## src/rtl/raid5_stripe_writer.sv

```systemverilog
// RAID5 stripe writer: collects two host words A and B, computes P = A ^ B, and
// presents the rotated-parity stripe to three disks through a valid/ready handshake.
module raid5_stripe_writer #(
  parameter int CNT_WIDTH = 16
) (
  input  logic                 clk,
  input  logic                 n_rst,
  input  logic                 clear,
  input  logic [31:0]          data_in,
  input  logic                 data_valid,
  output logic                 data_ready,
  output logic [31:0]          disk0_data,
  output logic [31:0]          disk1_data,
  output logic [31:0]          disk2_data,
  output logic                 wr_valid,
  input  logic                 wr_ready,
  output logic [1:0]           parity_disk,
  output logic [CNT_WIDTH-1:0] stripe_count
);

  typedef enum logic [1:0] {IDLE, HAVE_A, WRITE} state_t;

  state_t               state_q, state_d;
  logic [31:0]          a_q, a_d;
  logic [31:0]          disk0_q, disk0_d, disk1_q, disk1_d, disk2_q, disk2_d;
  logic                 wr_valid_q, wr_valid_d;
  logic [1:0]           parity_q, parity_d;
  logic [CNT_WIDTH-1:0] count_q, count_d;
  logic                 accept;
  logic [31:0]          p;

  assign data_ready   = (state_q != WRITE);
  assign accept       = data_valid && data_ready;
  assign p            = a_q ^ data_in;
  assign disk0_data   = disk0_q;
  assign disk1_data   = disk1_q;
  assign disk2_data   = disk2_q;
  assign wr_valid     = wr_valid_q;
  assign parity_disk  = parity_q;
  assign stripe_count = count_q;

  always_comb begin
    state_d    = state_q;
    a_d        = a_q;
    disk0_d    = disk0_q;
    disk1_d    = disk1_q;
    disk2_d    = disk2_q;
    wr_valid_d = wr_valid_q;
    parity_d   = parity_q;
    count_d    = count_q;
    case (state_q)
      IDLE: begin
        if (accept) begin
          a_d     = data_in;
          state_d = HAVE_A;
        end
      end
      HAVE_A: begin
        if (accept) begin
          case (parity_q)
            2'd0:    begin disk0_d = p;   disk1_d = a_q;     disk2_d = data_in; end
            2'd1:    begin disk0_d = a_q; disk1_d = p;       disk2_d = data_in; end
            default: begin disk0_d = a_q; disk1_d = data_in; disk2_d = p;       end
          endcase
          wr_valid_d = 1'b1;
          state_d    = WRITE;
        end
      end
      WRITE: begin
        if (wr_ready) begin
          wr_valid_d = 1'b0;
          state_d    = IDLE;
          parity_d   = (parity_q == 2'd2) ? 2'd0 : parity_q + 2'd1;
          count_d    = count_q + 1'b1;
        end
      end
      default: state_d = IDLE;
    endcase
    // Abort wins over any handshake in flight.
    if (clear) begin
      state_d    = IDLE;
      a_d        = '0;
      disk0_d    = '0;
      disk1_d    = '0;
      disk2_d    = '0;
      wr_valid_d = 1'b0;
      parity_d   = 2'd0;
      count_d    = '0;
    end
  end

  always_ff @(posedge clk or negedge n_rst) begin
    if (!n_rst) begin
      state_q    <= IDLE;
      a_q        <= '0;
      disk0_q    <= '0;
      disk1_q    <= '0;
      disk2_q    <= '0;
      wr_valid_q <= 1'b0;
      parity_q   <= 2'd0;
      count_q    <= '0;
    end else begin
      state_q    <= state_d;
      a_q        <= a_d;
      disk0_q    <= disk0_d;
      disk1_q    <= disk1_d;
      disk2_q    <= disk2_d;
      wr_valid_q <= wr_valid_d;
      parity_q   <= parity_d;
      count_q    <= count_d;
    end
  end

endmodule

```

## config.mk

```make
export PLATFORM = sky130hd
export DESIGN_NAME = raid5_stripe_writer
export DESIGN_NICKNAME = d
export VERILOG_FILES = /design/src/rtl/raid5_stripe_writer.sv
export SDC_FILE = /design/constraint.sdc
export NUM_CORES = 1
export LEC_CHECK = 0
export CORE_MARGIN = 4
export CORE_UTILIZATION = 51
export DETAILED_ROUTE_END_ITERATION = 6
export GPL_ROUTABILITY_DRIVEN = 0
export MAX_ROUTING_LAYER = met4
export PLACE_DENSITY_LB_ADDON = 0.2
export SYNTH_ARGS = -nofsm -noshare
export SYNTH_HDL_FRONTEND = slang
export SYNTH_SLANG_ARGS = --single-unit
```

## constraint.sdc

```tcl
create_clock -name clk -period 1.8 [get_ports clk]
set_input_delay 0.36 -clock clk [delete_from_list [all_inputs] [get_ports clk]]
set_output_delay 0.36 -clock clk [all_outputs]
set_load 0.005 [all_outputs]
```

==> impl_metrics.yaml, run 1 <==
finish:
  final_layout_size_suffix_gt1_frac: 0.09300
  synthToLayoutAreaGrowth_pct: 36.09
  stdcell_count: 1051
  num-fill-cells: 995
  antenna_cells: 0
  fin_nets: 896
floorplanning:
  core-area_sq_um: 13830
  die_w_microns: 126.6
  ioPinCount: 153
  fp.dieH_microns: 126.6
  dieArea_sq_um: 16030
  rows: 43
  initial_core_util: 0.5190
setup_path:
  path_depth: 2
  crit_required_ns: 1.44
  arrival_ns: 1.41
  slowest_stage: "clkdlybuf4s50_1"
  rrSetupSlack_ns: 0.12
  cp_cell_sequence: "buf_4, clkdlybuf4s50_1"
  cp.buffers_inverters: 2
  crit_path_end_kind: "output pin"
  critPathMaxFanout: 4
  startpoint: "stripe_count[7]"
  reg2reg_from: "state_q[1]"
  start_kind: "register"
  reg2reg_to: "a_q[16]"
  crit_family: "buffers and inverters"
  critical-path-max-stage-delay_ns: 0.50
  reg2reg_depth: 4
  path_class: "reg -> out"
cts:
  cts_tree: "yes"
  clk_pin_slew_worst_paths_ns: 0.06
  cts_buffers: 17
  clk_latency_ns: 0.42
  numClockSinks: 149
  root_buffer: "clkbuf_16"
  clockBufferDepth: 2
  htree_levels: 4
detailed_routing:
  vias: 6169
  drt-vias-per-instance: 5.870
  wl_per_cell_microns: 18.48
  finalWirelength_microns: 19420
  ant_nets: 0
  drc_errors: 0
  first_pass_iters: 5
  drt_iter0_markers: 574
logic_synthesis:
  yosysMostFrequentCell: "dfrtp_1"
  synth_top_area_cell: "dfrtp_1"
  ys_seq_area_frac: 0.5196
  synth.avg_cell_area_sq_um: 10.24
  synth_area_sq_um: 7176
  postSynthCellCount: 701
  synth-edff-count: 0
  synthTopCellsByArea: "dfrtp_1 52%, a22o_1 16%, xnor2_1 8.1%, nand2_1 7.0%, nand3_1 4.5%"
  synth_cell_types: 36
  synth_flop_cell: "dfrtp_1"
  synth_nets: 739
  synth.top_cell.area_share: 0.5196
  ys_ff_latch: 149
  synth.top_cells.by_count: "149 x dfrtp_1, 134 x nand2_1, 128 x a22o_1"
  ys_async_sr_fraction: 1.000
  yosys_warnings: 0
sta:
  finalClockSkew_ns: 0.004946
  tightest_slew_ns: 0.8994
  finalCriticalPeriod_ns: 1.771
  clock.fmax_ghz: 0.5646
  maxSlewViolCount: 0
  slew_headroom: 0.3990
  rsz0062_at_grt: "false"
  whs_ns: 0.3941
  hold_viol_final: 0
  timing.setup.tns_ns: 0
  setup_viol: 0
  fin_crit_sh: 0.9840
global_route:
  grtUsageMet2: 0.4041
  met3_usage: 0.05558
  grt_pass1_vias: 6238
  grt_max_degree: 76
  use_met1: 0.3119
  grt_pass1_wl_microns: 31530
  grt-ovfl-total: 0
  antenna_found_initial: 0
  grt_busiest_layer: "met2"
  grt_use_total: 0.2499
outcome:
  status: "complete, no violations"
place:
  dpl.hpwl_microns: 12660
  io_buffers: 152
  placedCellCount: 1017
worst_hold_path:
  hold_class: "in -> async"
power_and_ir_drop:
  powerDensity_nw_per_um2: 928.3
  ir_worst_vdd_uv: 588.1
  leakage_nw: 4.234
run:
  maxCapViolCount: 0
through the flow:
step | area [sq um] | worst slack, ns | total power, mW | util
after CTS | 9759 | 0.004270 | 9.125 | 0.7058
after global placement | 9124 | -0.1784 | 5.337 | 0.6599
after global routing | 9766 | 0.002277 | 9.387 | 0.7063
after floorplan | 7176 | 0.2365 | 4.494 | -
final | 9766 | 0.02882 | 9.066 | 0.7063
after detailed placement | 9124 | -0.1998 | 5.382 | 0.6599
worst max path at each step:
stage / endpoint
4_1_cts: stripe_count[6]
6_report: stripe_count[7]
5_1_grt: parity_disk[0]
3_5_place_dp: a_q[13]
2_1_floorplan: stripe_count[14]
3_3_place_gp: a_q[20]
state kept, by name (all words and copies together) (netlist names):
signal	count
a_q	32
disk0_data	32
disk1_data	32
disk2_data	32
parity_disk	2
state_q	2
stripe_count	16
wr_valid	1
placed cells by master, fill, tap and decap left out, types with 3 or more instances in the layout:
| cell | n |
|---|---|
| buf_12 | 9 |
| clkbuf_1 | 3 |
| nor2_4 | 3 |
| dfrtp_1 | 142 |
| nand2_1 | 134 |
| xor2_1 | 7 |
| bufinv_16 | 4 |
| or3_1 | 5 |
| a21oi_1 | 10 |
| clkinv_2 | 5 |
| o21ai_0 | 10 |
| nand3b_1 | 30 |
| dfrtp_2 | 7 |
| clkdlybuf4s50_1 | 149 |
| clkbuf_16 | 17 |
| nor2_1 | 13 |
| a22o_1 | 128 |
| nand3_1 | 65 |
| buf_4 | 28 |
| xnor2_1 | 66 |
layout make-up:
type,instances,area [sq um],area share
inverter,2,7.507,0.0007687
timing repair buffer,190,1924,0.1971
tap,180,225.2,0.02306
clock inverter,10,152.6,0.01563
sequential,149,3737,0.3827
multi-input combinational,498,3254,0.3332
clock buffer,22,464.2,0.04753
kinds of logic after synthesis:
group           after synthesis  share of synthesized area
flops                       149                     0.5196
simple gates                265                     0.1749
mux                           1                   0.001395
buf+inv                      54                    0.03139
fa+ha+maj                     1                   0.001743
xor+xnor                     73                    0.08910
compound gates              158                     0.1819
layer usage:
metal / vias to the layer above / routed length, microns
li1: 2813 / -
met1: 3150 / 8308
met2: 174 / 9722
met3: 32 / 956
met4: 0 / 435
met5: - / 0
repair_timing:
item / in CTS / in global routing
hold endpoints to repair: 30 / 0
hold buffers: 1 / 0
resized for setup: 3 / 4
endpoints found under the setup margin: 3 / 5
setup buffers: 1 / 0
cloned: 0 / 0
report_power, final:
group,leakage [nW],switching [mW],internal [mW],total [mW]
Clock,0.304,1.36,2.38,3.74
Combinational,1.95,0.624,0.848,1.47
Sequential,1.98,0.231,3.62,3.85
Note: power is estimated with default switching activity, not from simulation.
==> run 2, diff against run 1 <==
Settings changed: TNS_END_PERCENT set to 20.
==> run 2 against run 1 <==
Net effect:
- first-iteration DRC count up 8.4%
- total power about the same
- non-clock buffer count decreased by 1
- count of clock-buffer cells in the layout unchanged
- clock power is essentially flat
- global-route usage about the same
- worst hold slack is essentially flat
- highest routed layer unchanged
==> impl_metrics.yaml, run 2 (synthesis gave the netlist of run 1 again) <==
power_and_ir_drop:
  combPwrFrac: 0.162
  p_seq_frac: 0.425
  total_power_mw: 9.058
  p_int_mw: 6.851
  powerDensity_nw_per_um2: 928.4
  p_sw_frac: 0.2437
  p_sw_mw: 2.208
  ir_worst_vdd_uv: 563.2
  leakage_nw: 4.234
  clkPwrFrac: 0.412
detailed_routing:
  vias: 6136
  drt-vias-per-instance: 5.844
  drt_iter0_markers: 622
  drc_errors: 0
  finalWirelength_microns: 19350
  wl_per_cell_microns: 18.43
  first_pass_iters: 5
  ant_nets: 0
place:
  pre_cts_ws_ns: -0.1998
  dpl.hpwl_microns: 12660
  io_buffers: 152
setup_path:
  crit_required_ns: 1.44
  critPathMaxFanout: 4
  arrival_ns: 1.41
  reg2reg_to: "a_q[16]"
  path_class: "reg -> out"
  reg2reg_from: "state_q[1]"
  crit_path_end_kind: "output pin"
  rrSetupSlack_ns: 0.13
  critical-path-max-stage-delay_ns: 0.50
  reg2reg_depth: 4
  cp_cell_sequence: "buf_4, clkdlybuf4s50_1"
  start_kind: "register"
  slowest_stage: "clkdlybuf4s50_1"
finish:
  final_common_cell: "clkdlybuf4s50_1"
  fin_nets: 895
  final_layout_size_suffix_gt1_frac: 0.09195
  synthToLayoutAreaGrowth_pct: 35.97
  antenna_cells: 0
  final_cell_mix: "148 x clkdlybuf4s50_1, 142 x dfrtp_1, 134 x nand2_1, 128 x a22o_1, 66 x xnor2_1"
  final_util: 0.7056
worst_hold_path:
  hold_class: "in -> async"
sta:
  finalCriticalPeriod_ns: 1.768
  tightest_slew_ns: 0.8794
  fin_ws_ns: 0.03155
  finalClockSkew_ns: 0.005460
  hold_viol_final: 0
  fin_crit_sh: 0.9825
  clock.fmax_ghz: 0.5655
  setup_viol: 0
  whs_ns: 0.3939
  timing.setup.tns_ns: 0
  slew_headroom: 0.4123
  rsz0062_at_grt: "false"
  maxSlewViolCount: 0
floorplanning:
  initial_core_util: 0.5190
  fp.dieH_microns: 126.6
  die_w_microns: 126.6
  dieArea_sq_um: 16030
  core-area_sq_um: 13830
  rows: 43
  ioPinCount: 153
cts:
  cts_buffers: 17
  clk_pin_slew_worst_paths_ns: 0.06
  postCtsSetupBuffers: 0
  numClockSinks: 149
  cts_tree: "yes"
  clk_latency_ns: 0.42
  root_buffer: "clkbuf_16"
  htree_levels: 4
  clockBufferDepth: 2
global_route:
  grt_max_degree: 76
  grt_pass1_vias: 6244
  grt_use_total: 0.2500
  grt-ovfl-total: 0
  grt_pass1_wl_microns: 31550
  antenna_found_initial: 0
run:
  maxCapViolCount: 0
outcome:
  status: "complete, no violations"
## run 2: cell types whose count changed in the layout (fill, tap and decap cells not counted), sizes merged
cell / delta
buf: -1
dlygate4sd2: +1
clkdlybuf4s50: -1
## run 2: worst max path at each step
stage | start | endpoint | slack [ns] | cells after the start
floorplan | state_q[0] | stripe_count[14] | 0.24 | 6
global placement | clear | a_q[20] | -0.18 | 4
detailed placement | clear | a_q[13] | -0.20 | 4
CTS | stripe_count[6] | stripe_count[6] | 0.004 | 2
global route | parity_disk[0] | parity_disk[0] | 0.002 | 1
finish | stripe_count[7] | stripe_count[7] | 0.03 | 2
## run 2: worst max-delay path, delay by kind of cell, from the launching register on
family	cells	cell delay (ns)
flip-flops	1	0.35
buffers and inverters	2	0.64
## run 2: through the flow
stage / instances / area [sq um]
2_1_floorplan: 701 / 7176
3_3_place_gp: 1017 / 9124
3_5_place_dp: 1017 / 9124
4_1_cts: 1050 / 9751
5_1_grt: 1050 / 9757
6_report: 1050 / 9757
## run 2: area by class of cell
class                      count  area [sq um]
clock buffer                  22         464.2
clock inverter                10         152.6
fill                         996          4070
inverter                       2         7.507
multi-input combinational    498          3254
sequential                   149          3737
tap                          180         225.2
timing repair buffer         189          1916
## run 2: layer usage
layer,vias up,share of wire,track usage
li1,2811,-,-
met1,3076,0.42,0.3114
met2,219,0.50,0.4054
met3,30,0.059,0.05558
met4,0,0.020,0.08770
met5,-,0,-
## run 2: what timing repair did
action                                  CTS  global route
endpoints found under the setup margin    3             5
hold buffers                              1             0
pin swaps                                 0             0
gates resized for setup                   4             4
endpoints found under the hold margin    30             0
## run 2: power groups by stage
stage	combinational, mW	clock (mW)	sequential (mW)
2_1_floorplan	0.628	0	3.87
3_3_place_gp	1.45	0	3.89
3_5_place_dp	1.48	0	3.90
4_1_cts	1.49	3.78	3.85
5_1_grt	1.59	3.91	3.89
6_report	1.47	3.73	3.85
==> run 3, diff against run 2 <==
Settings changed: CORE_UTILIZATION 51 to 53, CTS_BUF_LIST set to sky130_fd_sc_hd__clkbuf_8, TNS_END_PERCENT 20 to 50.
==> run 3 against run 2 <==
Net effect:
- register-to-register slack worse by 0.02 ns
- global-route usage up 0.43 points
- critical endpoint is now stripe_count[4]
- worst hold slack worse by 0.0036 ns
- largest power group unchanged
==> impl_metrics.yaml, run 3 (synthesis gave the netlist of run 1 again) <==
cts:
  cts_buffers: 17
  htree_levels: 4
  numClockSinks: 149
  clk_pin_slew_worst_paths_ns: 0.08
  clockBufferDepth: 2
  clk_latency_ns: 0.45
  cts_tree: "yes"
  root_buffer: "clkbuf_8"
sta:
  maxSlewViolCount: 0
  fin_crit_sh: 0.9732
  clock.fmax_ghz: 0.5709
  finalClockSkew_ns: 0.009357
  hold_viol_final: 0
  whs_ns: 0.3903
  tightest_slew_ns: 0.5388
  finalCriticalPeriod_ns: 1.752
  setup_viol: 0
  rsz0062_at_grt: "true"
  slew_headroom: 0.6400
detailed_routing:
  vias: 6132
  wl_per_cell_microns: 18.06
  drc_errors: 0
  finalWirelength_microns: 18940
  drt_iter0_markers: 471
  drt-vias-per-instance: 5.846
  ant_nets: 0
  first_pass_iters: 5
global_route:
  grt_pass1_wl_microns: 31730
  antenna_found_initial: 0
  grt_use_total: 0.2543
  grt_pass1_vias: 6364
  grt_max_degree: 97
  grt-ovfl-total: 0
finish:
  antenna_cells: 0
  final_layout_size_suffix_gt1_frac: 0.09622
  final-seq-area_sq_um: 3735
  final_util: 0.7220
  num-fill-cells: 1012
  multi_input_area_sq_um: 3273
  synthToLayoutAreaGrowth_pct: 33.25
  fin_nets: 898
  final_cell_mix: "146 x clkdlybuf4s50_1, 144 x dfrtp_1, 134 x nand2_1, 128 x a22o_1, 66 x xnor2_1"
  final_common_cell: "clkdlybuf4s50_1"
setup_path:
  start_kind: "register"
  cp.buffers_inverters: 1
  slowest_stage: "clkdlybuf4s50_1"
  crit_family: "buffers and inverters"
  crit_required_ns: 1.44
  critical-path-max-stage-delay_ns: 0.53
  critPathMaxFanout: 4
  crit_path_end_kind: "output pin"
  path_class: "reg -> out"
  cp_cell_sequence: "clkdlybuf4s50_1"
  arrival_ns: 1.39
floorplanning:
  rows: 42
  dieArea_sq_um: 15460
  initial_core_util: 0.5419
  fp.dieH_microns: 124.4
  die_w_microns: 124.4
  core-area_sq_um: 13240
  ioPinCount: 153
power_and_ir_drop:
  p_sw_mw: 2.139
  powerDensity_nw_per_um2: 846.5
  ir_worst_vdd_uv: 604.7
  leakage_nw: 4.161
  combPwrFrac: 0.183
  clkPwrFrac: 0.343
  p_sw_frac: 0.2642
  p_int_mw: 5.956
  p_seq_frac: 0.474
place:
  dpl.hpwl_microns: 12530
  io_buffers: 152
worst_hold_path:
  hold_class: "in -> async"
outcome:
  status: "complete, no violations"
run:
  maxCapViolCount: 0
[run 3: cell types whose count changed in the layout (fill, tap and decap cells not counted), moves of 3 or more]
| cell | previous run | this run |
|---|---|---|
| clkbuf_16 | 17 | 0 |
| buf_4 | 27 | 31 |
| clkbuf_1 | 3 | 0 |
| clkbuf_8 | 2 | 17 |
[run 3: what timing repair did]
item | CTS | global route
gates resized for setup | 5 | 5
endpoints found under the hold margin | 40 | 0
endpoints found under the setup margin | 6 | 41
gates cloned | 0 | 1
hold buffers | 1 | 0
setup buffers | 4 | 0
[run 3: area by class of cell]
type	count	share of cell area
Sequential cell	149	0.3906
Multi-Input combinational cell	499	0.3423
Timing Repair Buffer	191	0.1990
Clock buffer	17	0.02447
Tap cell	176	0.02303
Clock inverter	15	0.01976
Inverter	2	0.0007851
[run 3: worst paths after layout]
| path | start | end | slack [ns] | depth (start not counted) |
|---|---|---|---|---|
| setup / recovery | stripe_count[4] | stripe_count[4] | 0.05 | 1 |
| hold / removal | n_rst | disk2_data[24] | 0.39 | 2 |
| setup reg to reg | state_q[0] | stripe_count[15] | 0.11 | 5 |
| hold reg to reg | disk2_data[2] | disk2_data[2] | 0.51 | 1 |
| max in group asynchronous | n_rst | disk2_data[18] | 0.76 | 3 |
| min in group clk | disk2_data[2] | disk2_data[2] | 0.51 | 1 |
[run 3: through the flow]
| stage | cells | setup slack, ns | TNS (ns) | power (mW) | area, sq um |
|---|---|---|---|---|---|
| CTS | 1048 | 0.001429 | 0 | 8.127 | 9544 |
| floorplan | 701 | 0.2365 | 0 | 4.494 | 7176 |
| global placement | 1011 | -0.1525 | -19.02 | 5.315 | 9079 |
| detailed placement | 1011 | -0.2023 | -23.19 | 5.366 | 9079 |
| finish | 1049 | 0.04832 | 0 | 8.094 | 9562 |
| global route | 1049 | -0.01358 | -0.02873 | 8.454 | 9562 |
[run 3: metal layers]
metal,track usage,vias up,share of wire
met3,0.05403,40,0.061
met4,0.1019,0,0.023
met5,-,-,0
li1,-,2820,-
met2,0.4043,252,0.49
met1,0.3200,3020,0.43
[run 3: power groups by stage]
stage | Clock (mW) | Combinational, mW | Sequential, mW
2_1_floorplan | 0 | 0.628 | 3.87
3_3_place_gp | 0 | 1.43 | 3.88
3_5_place_dp | 0 | 1.47 | 3.90
4_1_cts | 2.81 | 1.49 | 3.83
5_1_grt | 2.98 | 1.61 | 3.87
6_report | 2.78 | 1.48 | 3.83
